[src/rtl/wb_pkg.sv]
// Shared encodings for the handshaked writeback unit:
// result sources, load funct3 codes and FSM states.
package wb_pkg;

  localparam int unsigned SRC_ALU  = 0;
  localparam int unsigned SRC_LOAD = 1;
  localparam int unsigned SRC_PC4  = 2;
  localparam int unsigned SRC_AUX  = 3;

  localparam logic [2:0] F3_LB  = 3'b000;
  localparam logic [2:0] F3_LH  = 3'b001;
  localparam logic [2:0] F3_LW  = 3'b010;
  localparam logic [2:0] F3_LD  = 3'b011;
  localparam logic [2:0] F3_LBU = 3'b100;
  localparam logic [2:0] F3_LHU = 3'b101;

  typedef enum logic [0:0] {
    ST_IDLE = 1'b0,
    ST_WAIT = 1'b1
  } wb_state_e;

endpackage

[src/rtl/load_align.sv]
// Combinational load aligner: shifts the addressed lane down,
// sign/zero-extends by funct3 and flags misaligned accesses.
// Ports: i rdata/offset/funct3 -> o data, misaligned.
module load_align
  import wb_pkg::*;
#(
  parameter int XLEN  = 32,
  parameter int OFF_W = 2
) (
  input  logic [XLEN-1:0]  rdata,
  input  logic [OFF_W-1:0] offset,
  input  logic [2:0]       funct3,
  output logic [XLEN-1:0]  data,
  output logic             misaligned
);

  logic [XLEN-1:0] w_sh;

  assign w_sh = rdata >> {offset, 3'b000};

  always_comb begin
    data       = w_sh;
    misaligned = 1'b0;
    case (funct3)
      F3_LB:  data = XLEN'($signed(w_sh[7:0]));
      F3_LBU: data = XLEN'(w_sh[7:0]);
      F3_LH: begin
        data       = XLEN'($signed(w_sh[15:0]));
        misaligned = offset[0];
      end
      F3_LHU: begin
        data       = XLEN'(w_sh[15:0]);
        misaligned = offset[0];
      end
      F3_LW: begin
        data       = XLEN'($signed(w_sh[31:0]));
        misaligned = |offset[1:0];
      end
      F3_LD: begin
        // Doubleword only exists on a 64-bit datapath.
        if (XLEN == 64) misaligned = |offset;
      end
      default: ;
    endcase
  end

endmodule

[src/rtl/writeback_unit_hs.sv]
// Writeback stage with MEM handshake, load wait state, load
// alignment, registered regfile write port and retire counter.
// Ports: MEM-side in_valid/in_ready + instr fields, dmem
// response, regfile write (we/rd/result), misalign_err, count.
module writeback_unit_hs
  import wb_pkg::*;
#(
  parameter int XLEN    = 32,
  parameter int NUM_SRC = 4,
  parameter int SEL_W   = $clog2(NUM_SRC),
  parameter int RA_W    = 5,
  parameter int CNT_W   = 32
) (
  input  logic             clk,
  input  logic             rst,
  input  logic             in_valid,
  output logic             in_ready,
  input  logic             reg_write_in,
  input  logic [SEL_W-1:0] result_src_in,
  input  logic [2:0]       load_funct3,
  input  logic [XLEN-1:0]  alu_result,
  input  logic [XLEN-1:0]  pc_plus4,
  input  logic [XLEN-1:0]  aux_result,
  input  logic [RA_W-1:0]  rd_in,
  input  logic             dmem_rvalid,
  input  logic [XLEN-1:0]  dmem_rdata,
  output logic             reg_write_out,
  output logic [RA_W-1:0]  rd_out,
  output logic [XLEN-1:0]  result_out,
  output logic             misalign_err,
  output logic [CNT_W-1:0] retire_count
);

  localparam int OFF_W = (XLEN == 64) ? 3 : 2;

  wb_state_e r_state, w_next;

  logic [RA_W-1:0]  r_h_rd;
  logic [2:0]       r_h_f3;
  logic [OFF_W-1:0] r_h_off;
  logic             r_h_we;

  logic             r_we, r_mis;
  logic [RA_W-1:0]  r_rd;
  logic [XLEN-1:0]  r_res;
  logic [CNT_W-1:0] r_cnt;

  logic             w_wait, w_acc, w_is_load;
  logic [OFF_W-1:0] w_al_off;
  logic [2:0]       w_al_f3;
  logic [XLEN-1:0]  w_al_data, w_src, w_wdata;
  logic             w_al_mis;
  logic             w_ld_now, w_go_wait, w_wait_done;
  logic             w_done, w_mis, w_we_req;
  logic [RA_W-1:0]  w_rd;

  assign w_wait    = (r_state == ST_WAIT);
  assign w_acc     = in_valid & in_ready;
  assign w_is_load = (result_src_in == SEL_W'(SRC_LOAD));

  // While waiting, align with the captured offset/funct3.
  assign w_al_off = w_wait ? r_h_off : alu_result[OFF_W-1:0];
  assign w_al_f3  = w_wait ? r_h_f3  : load_funct3;

  load_align #(.XLEN(XLEN), .OFF_W(OFF_W)) u_align (
    .rdata     (dmem_rdata),
    .offset    (w_al_off),
    .funct3    (w_al_f3),
    .data      (w_al_data),
    .misaligned(w_al_mis)
  );

  // A misaligned load never waits for memory.
  assign w_ld_now    = w_acc & w_is_load & (w_al_mis | dmem_rvalid);
  assign w_go_wait   = w_acc & w_is_load & ~w_al_mis & ~dmem_rvalid;
  assign w_wait_done = w_wait & dmem_rvalid;
  assign w_mis       = w_acc & w_is_load & w_al_mis;

  assign w_done = (w_acc & ~w_is_load) | w_ld_now | w_wait_done;

  assign w_rd     = w_wait ? r_h_rd : rd_in;
  assign w_we_req = (w_wait ? r_h_we : reg_write_in)
                  & (w_rd != '0) & w_done & ~w_mis;

  always_comb begin
    w_src = '0;
    case (result_src_in)
      SEL_W'(SRC_ALU): w_src = alu_result;
      SEL_W'(SRC_PC4): w_src = pc_plus4;
      SEL_W'(SRC_AUX): begin
        if (NUM_SRC > SRC_AUX) w_src = aux_result;
      end
      default: ;
    endcase
  end

  assign w_wdata = (w_wait | w_is_load) ? w_al_data : w_src;

  always_ff @(posedge clk or negedge rst) begin
    if (!rst) r_state <= ST_IDLE;
    else      r_state <= w_next;
  end

  always_comb begin
    w_next = r_state;
    unique case (r_state)
      ST_IDLE: if (w_go_wait)   w_next = ST_WAIT;
      ST_WAIT: if (dmem_rvalid) w_next = ST_IDLE;
      default: w_next = ST_IDLE;
    endcase
  end

  always_comb begin
    in_ready = (r_state == ST_IDLE);
  end

  always_ff @(posedge clk or negedge rst) begin
    if (!rst) begin
      r_h_rd  <= '0;
      r_h_f3  <= '0;
      r_h_off <= '0;
      r_h_we  <= 1'b0;
    end else if (w_go_wait) begin
      r_h_rd  <= rd_in;
      r_h_f3  <= load_funct3;
      r_h_off <= alu_result[OFF_W-1:0];
      r_h_we  <= reg_write_in;
    end
  end

  always_ff @(posedge clk or negedge rst) begin
    if (!rst) begin
      r_we  <= 1'b0;
      r_mis <= 1'b0;
      r_rd  <= '0;
      r_res <= '0;
      r_cnt <= '0;
    end else begin
      r_we  <= w_we_req;
      r_mis <= w_mis;
      if (w_we_req) begin
        r_rd  <= w_rd;
        r_res <= w_wdata;
      end
      if (w_done) r_cnt <= r_cnt + CNT_W'(1);
    end
  end

  assign reg_write_out = r_we;
  assign rd_out        = r_rd;
  assign result_out    = r_res;
  assign misalign_err  = r_mis;
  assign retire_count  = r_cnt;

endmodule

[config.mk]
export PLATFORM = sky130hd
export DESIGN_NAME = writeback_unit_hs
export DESIGN_NICKNAME = d
export VERILOG_FILES = /design/src/rtl/wb_pkg.sv /design/src/rtl/load_align.sv /design/src/rtl/writeback_unit_hs.sv
export SDC_FILE = /design/constraint.sdc
export NUM_CORES = 1
export LEC_CHECK = 0
export ABC_AREA = 0
export ABC_CLOCK_PERIOD_IN_PS = 3100
export CORE_MARGIN = 2
export CORE_UTILIZATION = 40
export DETAILED_ROUTE_END_ITERATION = 8
export GPL_ROUTABILITY_DRIVEN = 0
export PLACE_DENSITY = 0.75
export SLEW_MARGIN = 20
export SYNTH_ARGS = -nofsm -noshare
export SYNTH_HDL_FRONTEND = slang
export SYNTH_SLANG_ARGS = --single-unit
[constraint.sdc]
create_clock -name clk -period 3.1 [get_ports clk]
set_input_delay 0.465 -clock clk [delete_from_list [all_inputs] [get_ports clk]]
set_output_delay 0.465 -clock clk [all_outputs]
set_load 0.05 [all_outputs]
Word level (Yosys, flattened, before mapping)
Cells that the tools add are included.

Flip-flop bits (word level): 83. Output and inout bits: 72.

Add/sub/neg operators: 1. Equal/unequal tests: 7. Shifts and indexed selects: 1. Muxes and demuxes: 11. Bitwise gates (word level): 20. Reductions and logical operators: 5.

Operator list (count): case mux 32 bit (4 select lines) (1); case mux 32 bit (3 select lines) (1); adder 32 x 1 -> 32 bit, second input constant (1); two-way mux 32 bit (1); >> shifter 32 x 5 -> 32 bit (1); AND 1 bit (11); equality test 3 bit, second input constant (2); two-way mux 5 bit (1); inverter 1 bit (5); nonzero test 5 bit (1); equality test 2 bit, second input constant (2); OR 1 bit (4); case mux 1 bit (2 select lines) (2); OR reduction 2 bit (2); equality test 3 x 1 -> 1 bit, second input constant (1); equality test 3 x 2 -> 1 bit, second input constant (1); zero test 3 bit (1); two-way mux 1 bit (3); two-way mux 3 bit (1); equality test 2 x 1 -> 1 bit, second input constant (1); zero test 2 bit (1); two-way mux 2 bit (1).

Logic depth before layout (Yosys ltp)
Word-level depth: 10. Mapped depth: 10. Depth with buffers taken out: 6.

Hierarchy
Synthesis repeated with hierarchy kept, for this count alone.

Cells, all modules: 550. Area, all modules: 5434.0 µm².

By module, submodules not included: writeback_unit_hs (instances 1, cells an instance 428, area each 4584.4 µm², seq. area each 2077.0 µm²); load_align (instances 1, cells an instance 122, area each 849.6 µm², seq. area each 0.0 µm²).

Least setup slack after synthesis
Ideal clock, no wire load.

Path type: register -> register. From: reg r_state. To: reg r_res[23], in the netlist result_out[23]. Arrival time: 2047 ps. Required time: 2979 ps. Slack: 932 ps. Stages on the path, launching flop included: 9. Buffers on the path: 2. Period minus slack after synthesis: 2168 ps. Path through: dfrtp_1 > buf_4 > mux2i_4 > mux2i_1 > a221oi_4 > o31ai_4 > buf_4 > o211ai_1 > a22o_1.

Cells in the longest elaborated chain, start to end: 10. Elaborated cells between the ends (all ways): 31.

Ends and longest elaborated chain: start: declaration (line writeback_unit_hs.sv:36) `wb_state_e r_state, w_next;`; start signal: assignment (line writeback_unit_hs.sv:101) `else r_state <= w_next;`; two-way mux 3 bit (line writeback_unit_hs.sv:63) `assign w_al_f3 = w_wait ? r_h_f3 : load_funct3;`; equality test 3 x 1 -> 1 bit or equality test 3 bit (tied branches) (line load_align.sv:24) `case (funct3)`; OR reduction 2 bit (no line); case mux 1 bit (2 select lines) (line load_align.sv:24); OR 1 bit (line writeback_unit_hs.sv:74) `assign w_ld_now = w_acc & w_is_load & (w_al_mis | dmem_rvalid);`; AND 1 bit (line writeback_unit_hs.sv:74); OR 1 bit (2 in series) (line writeback_unit_hs.sv:79) `assign w_done = (w_acc & ~w_is_load) | w_ld_now | w_wait_done;`; AND 1 bit (2 in series) (line writeback_unit_hs.sv:83) `& (w_rd != '0) & w_done & ~w_mis;`; end signal: assignment (line writeback_unit_hs.sv:143) `r_res <= w_wdata;`; end: declaration (line writeback_unit_hs.sv:45) `logic [XLEN-1:0] r_res;`.

Parallel ways exist; a longest one is shown, timed or not. A chain may end at the register's enable or synchronous reset.

Final worst setup path
From: reg r_state. To: reg r_res[16], in the netlist result_out[16].

The elaborated chain is that of the path after synthesis.

==> flow_summary_export.csv <==
group,metric,value,unit
min_path,min_path_type,"input pin to asynchronous set/reset pin",
final_layout,syn_to_final_growth,49.5,%
floorplan,core,12700,sq um
power_and_ir_drop,p_sw_share,40.1,%
cts,clock-sinks,83,
routing,drt_first_pass_iters,5,
cts,tritoncts,"done",
final_layout,fillCellCount,1124,
cts,cts_hold_repair.buffers,0,
sta,finalSetupTns,0,ns
sta,worst_slew_pin_slew,0.769,ns
floorplan,die_h,118,microns
cts,insertion_delay,0.33,ns
cts,root_buffer,"clkbuf_16",
critical_path,slowest_delay,0.70,ns
grt,grt_pass1_vias,5319,
cts,clkTransAtPathRegs,0.07,ns
routing,routedWlPerCell,18.4,microns
routing,vias_per_cell,5.57,
routing,num_vias,5287,
yosys,ys_warn_count,0,
yosys,synth_area,5240,sq um
critical_path,cp_max_fo,24,
final_layout,diodes,0,
critical_path,worstPathArrival,3.04,ns
outcome,outcome,"finished, final reports clean",
routing,ant_nets,0,
floorplan,ios,215,
critical_path,path_cells,"mux2i_4, mux2i_1, a221oi_4, o31ai_4, o211ai_1, a22o_1",
final_layout,finalNetCount,917,
power_and_ir_drop,leakage,3.37,nW
yosys,synth_edf_count,0,
placement,hpwl,13300,microns
yosys,ys.flop_type,"dfrtp_1",
power_and_ir_drop,p_clk_share,23.9,%
grt,grt_use_total,24.5,%
critical_path,cp-end-kind,"flip-flop",
floorplan,initial_utilization,41.2,%
critical_path,rrSetupSlack,0.29,ns
floorplan,dieWidth,118,microns
sta,holdWs,0.155,ns
sta,rsz0062_at_grt,"no",
cts,post_cts_buffers,0,
cts,cts_max_level,3,
yosys,synth_cell_types,54,
sta,max_slew_margin,48.7,%
grt,grt_start_max_net_pins,84,
final_layout,most-common-layout-cells,"clkdlybuf4s50_1, dfrtp_1, nand2_1",
run,drv_cap,0,
sta,min_period,2.81,ns
cts,clk_path_buf_depth,2,
grt,overflow,0,
sta,drv_slew,0,
final_layout,layout_commonest_cell,"clkdlybuf4s50_1",
grt,antenna_found_initial,0,
power_and_ir_drop,p_per_area,552,nW/um^2
power_and_ir_drop,internal-power,0.00259,W
yosys,async_flop_share,100,%
yosys,ys_ff_latch,83,
floorplan,dieArea,14000,sq um
yosys,syn_inst,572,
critical_path,worstPathRequired,3.33,ns
yosys,yosysSeqAreaShare,39.6,%
critical_path,critical-path-slowest-cell,"dfrtp_2",
yosys,syn_area_per_cell,9.17,sq um
cts,ctsResizeCount,0,
power_and_ir_drop,combPwrFrac,42.2,%
placement,port_buffers,214,
sta,clock_skew,0.00980,ns
power_and_ir_drop,ir_drop,0.000414,V
sta,fin_crit_sh,90.8,%
power_and_ir_drop,seq_power_share,33.9,%
yosys,syn_nets,716,
routing,first_iter_violations,334,
cts,cts_inserted_buffers,9,
floorplan,rows,41,
critical_path,crit_type,"flip-flop to flip-flop",
routing,drcViolationCount,0,
final_layout,drive_gt1_share,7.84,%
grt,grt_pass1_wl,27800,microns
sta,finalHoldViolations,0,
power_and_ir_drop,switchingPower,0.00174,W
sta,clock.fmax,0.355,GHz
critical_path,startpoint_type,"flip-flop",
routing,totalWireLength,17400,microns
sta,setup_viol,0,
-- through the flow --
stage | total power [W] | cells | util, % | setup WS [ns] | cell area (sq um)
3_5_place_dp | 0.00331 | 934 | 59.3 | 0.0254 | 7550
5_1_grt | 0.00452 | 950 | 61.6 | 0.168 | 7840
3_3_place_gp | 0.00327 | 934 | 59.3 | 0.159 | 7550
4_1_cts | 0.00434 | 950 | 61.6 | 0.324 | 7830
6_report | 0.00433 | 950 | 61.6 | 0.286 | 7840
2_1_floorplan | 0.00255 | 572 | - | 0.932 | 5240
-- power by group through the flow --
stage | registers, W | clock network, W | logic (W)
finish | 0.00147 | 0.00103 | 0.00183
detailed placement | 0.00149 | 0 | 0.00182
floorplan | 0.00203 | 0 | 0.000523
CTS | 0.00147 | 0.00105 | 0.00183
global placement | 0.00148 | 0 | 0.00179
global route | 0.00150 | 0.00110 | 0.00192
-- sequential cells by signal, indices dropped and copies added (netlist names) --
register and cells:
r_h_rd 5, r_state 1, reg_write_out 1, misalign_err 1, rd_out 5, r_h_off 2, r_h_f3 3, retire_count 32
r_h_we 1, result_out 32
-- logic make-up after synthesis --
| logic type | share of synthesized area, % |
|---|---|
| XOR/XNOR | 5.18 |
| AND/OR/NAND/NOR | 17.5 |
| multiplexers | 13.5 |
| buffers and inverters | 3.82 |
| flip-flops | 39.6 |
| AO/OA/AOI/OAI | 20.1 |
| adder cells (fa/ha/maj) | 0.239 |
-- cell type report --
class,instances,area [sq um],area share (%)
clock buffers,10,239,3.05
clock inverters,6,47.5,0.607
inverters,5,18.8,0.239
multi-input cells,444,2970,37.9
flip-flops and latches,83,2080,26.5
well taps,172,215,2.75
repair buffers,230,2270,29.0
-- per-layer routing --
metal	vias to the layer above	global-route usage [%]	wire, microns
met2	202	40.6	8480
li1	2484	-	-
met4	0	9.45	506
met1	2563	31.7	7400
met3	38	4.68	1050
met5	-	0	0
-- critical path, delay by kind of cell (launching register included) --
kind | cells | cell delay [ns]
compound gates | 4 | 1.24
mux | 2 | 0.77
flops | 1 | 0.70
-- path summary, 6_finish.rpt --
path,start,end,cells after the start
max,r_state,result_out[16],6
min,rst,result_out[2],1
max reg2reg,r_state,result_out[16],6
min reg2reg,result_out[14],result_out[14],1
max in group asynchronous,rst,r_state,1
min in group clk,result_out[14],result_out[14],1
-- synthesized netlist by cell type (all sizes together) (9+ instances only) --
| cell | instances | share of area (%) |
|---|---|---|
| dfrtp | 83 | 40 |
| a22o | 9 | 1.5 |
| mux2i | 55 | 11 |
| nand2 | 67 | 4.8 |
| and2 | 9 | 1.1 |
| buf | 19 | 2.0 |
| a311oi | 16 | 2.7 |
| o211ai | 10 | 1.4 |
| xnor2 | 24 | 4.0 |
| o21ai | 25 | 2.5 |
| nor2 | 55 | 4.0 |
| nand3 | 16 | 1.5 |
| a21o | 16 | 2.3 |
| o22ai | 9 | 1.1 |
| clkbuf | 21 | 1.5 |
| a31oi | 9 | 1.1 |
| and3 | 12 | 1.4 |
| a21oi | 37 | 3.5 |
| mux2 | 13 | 2.8 |
(Power assumes the default switching activity.)
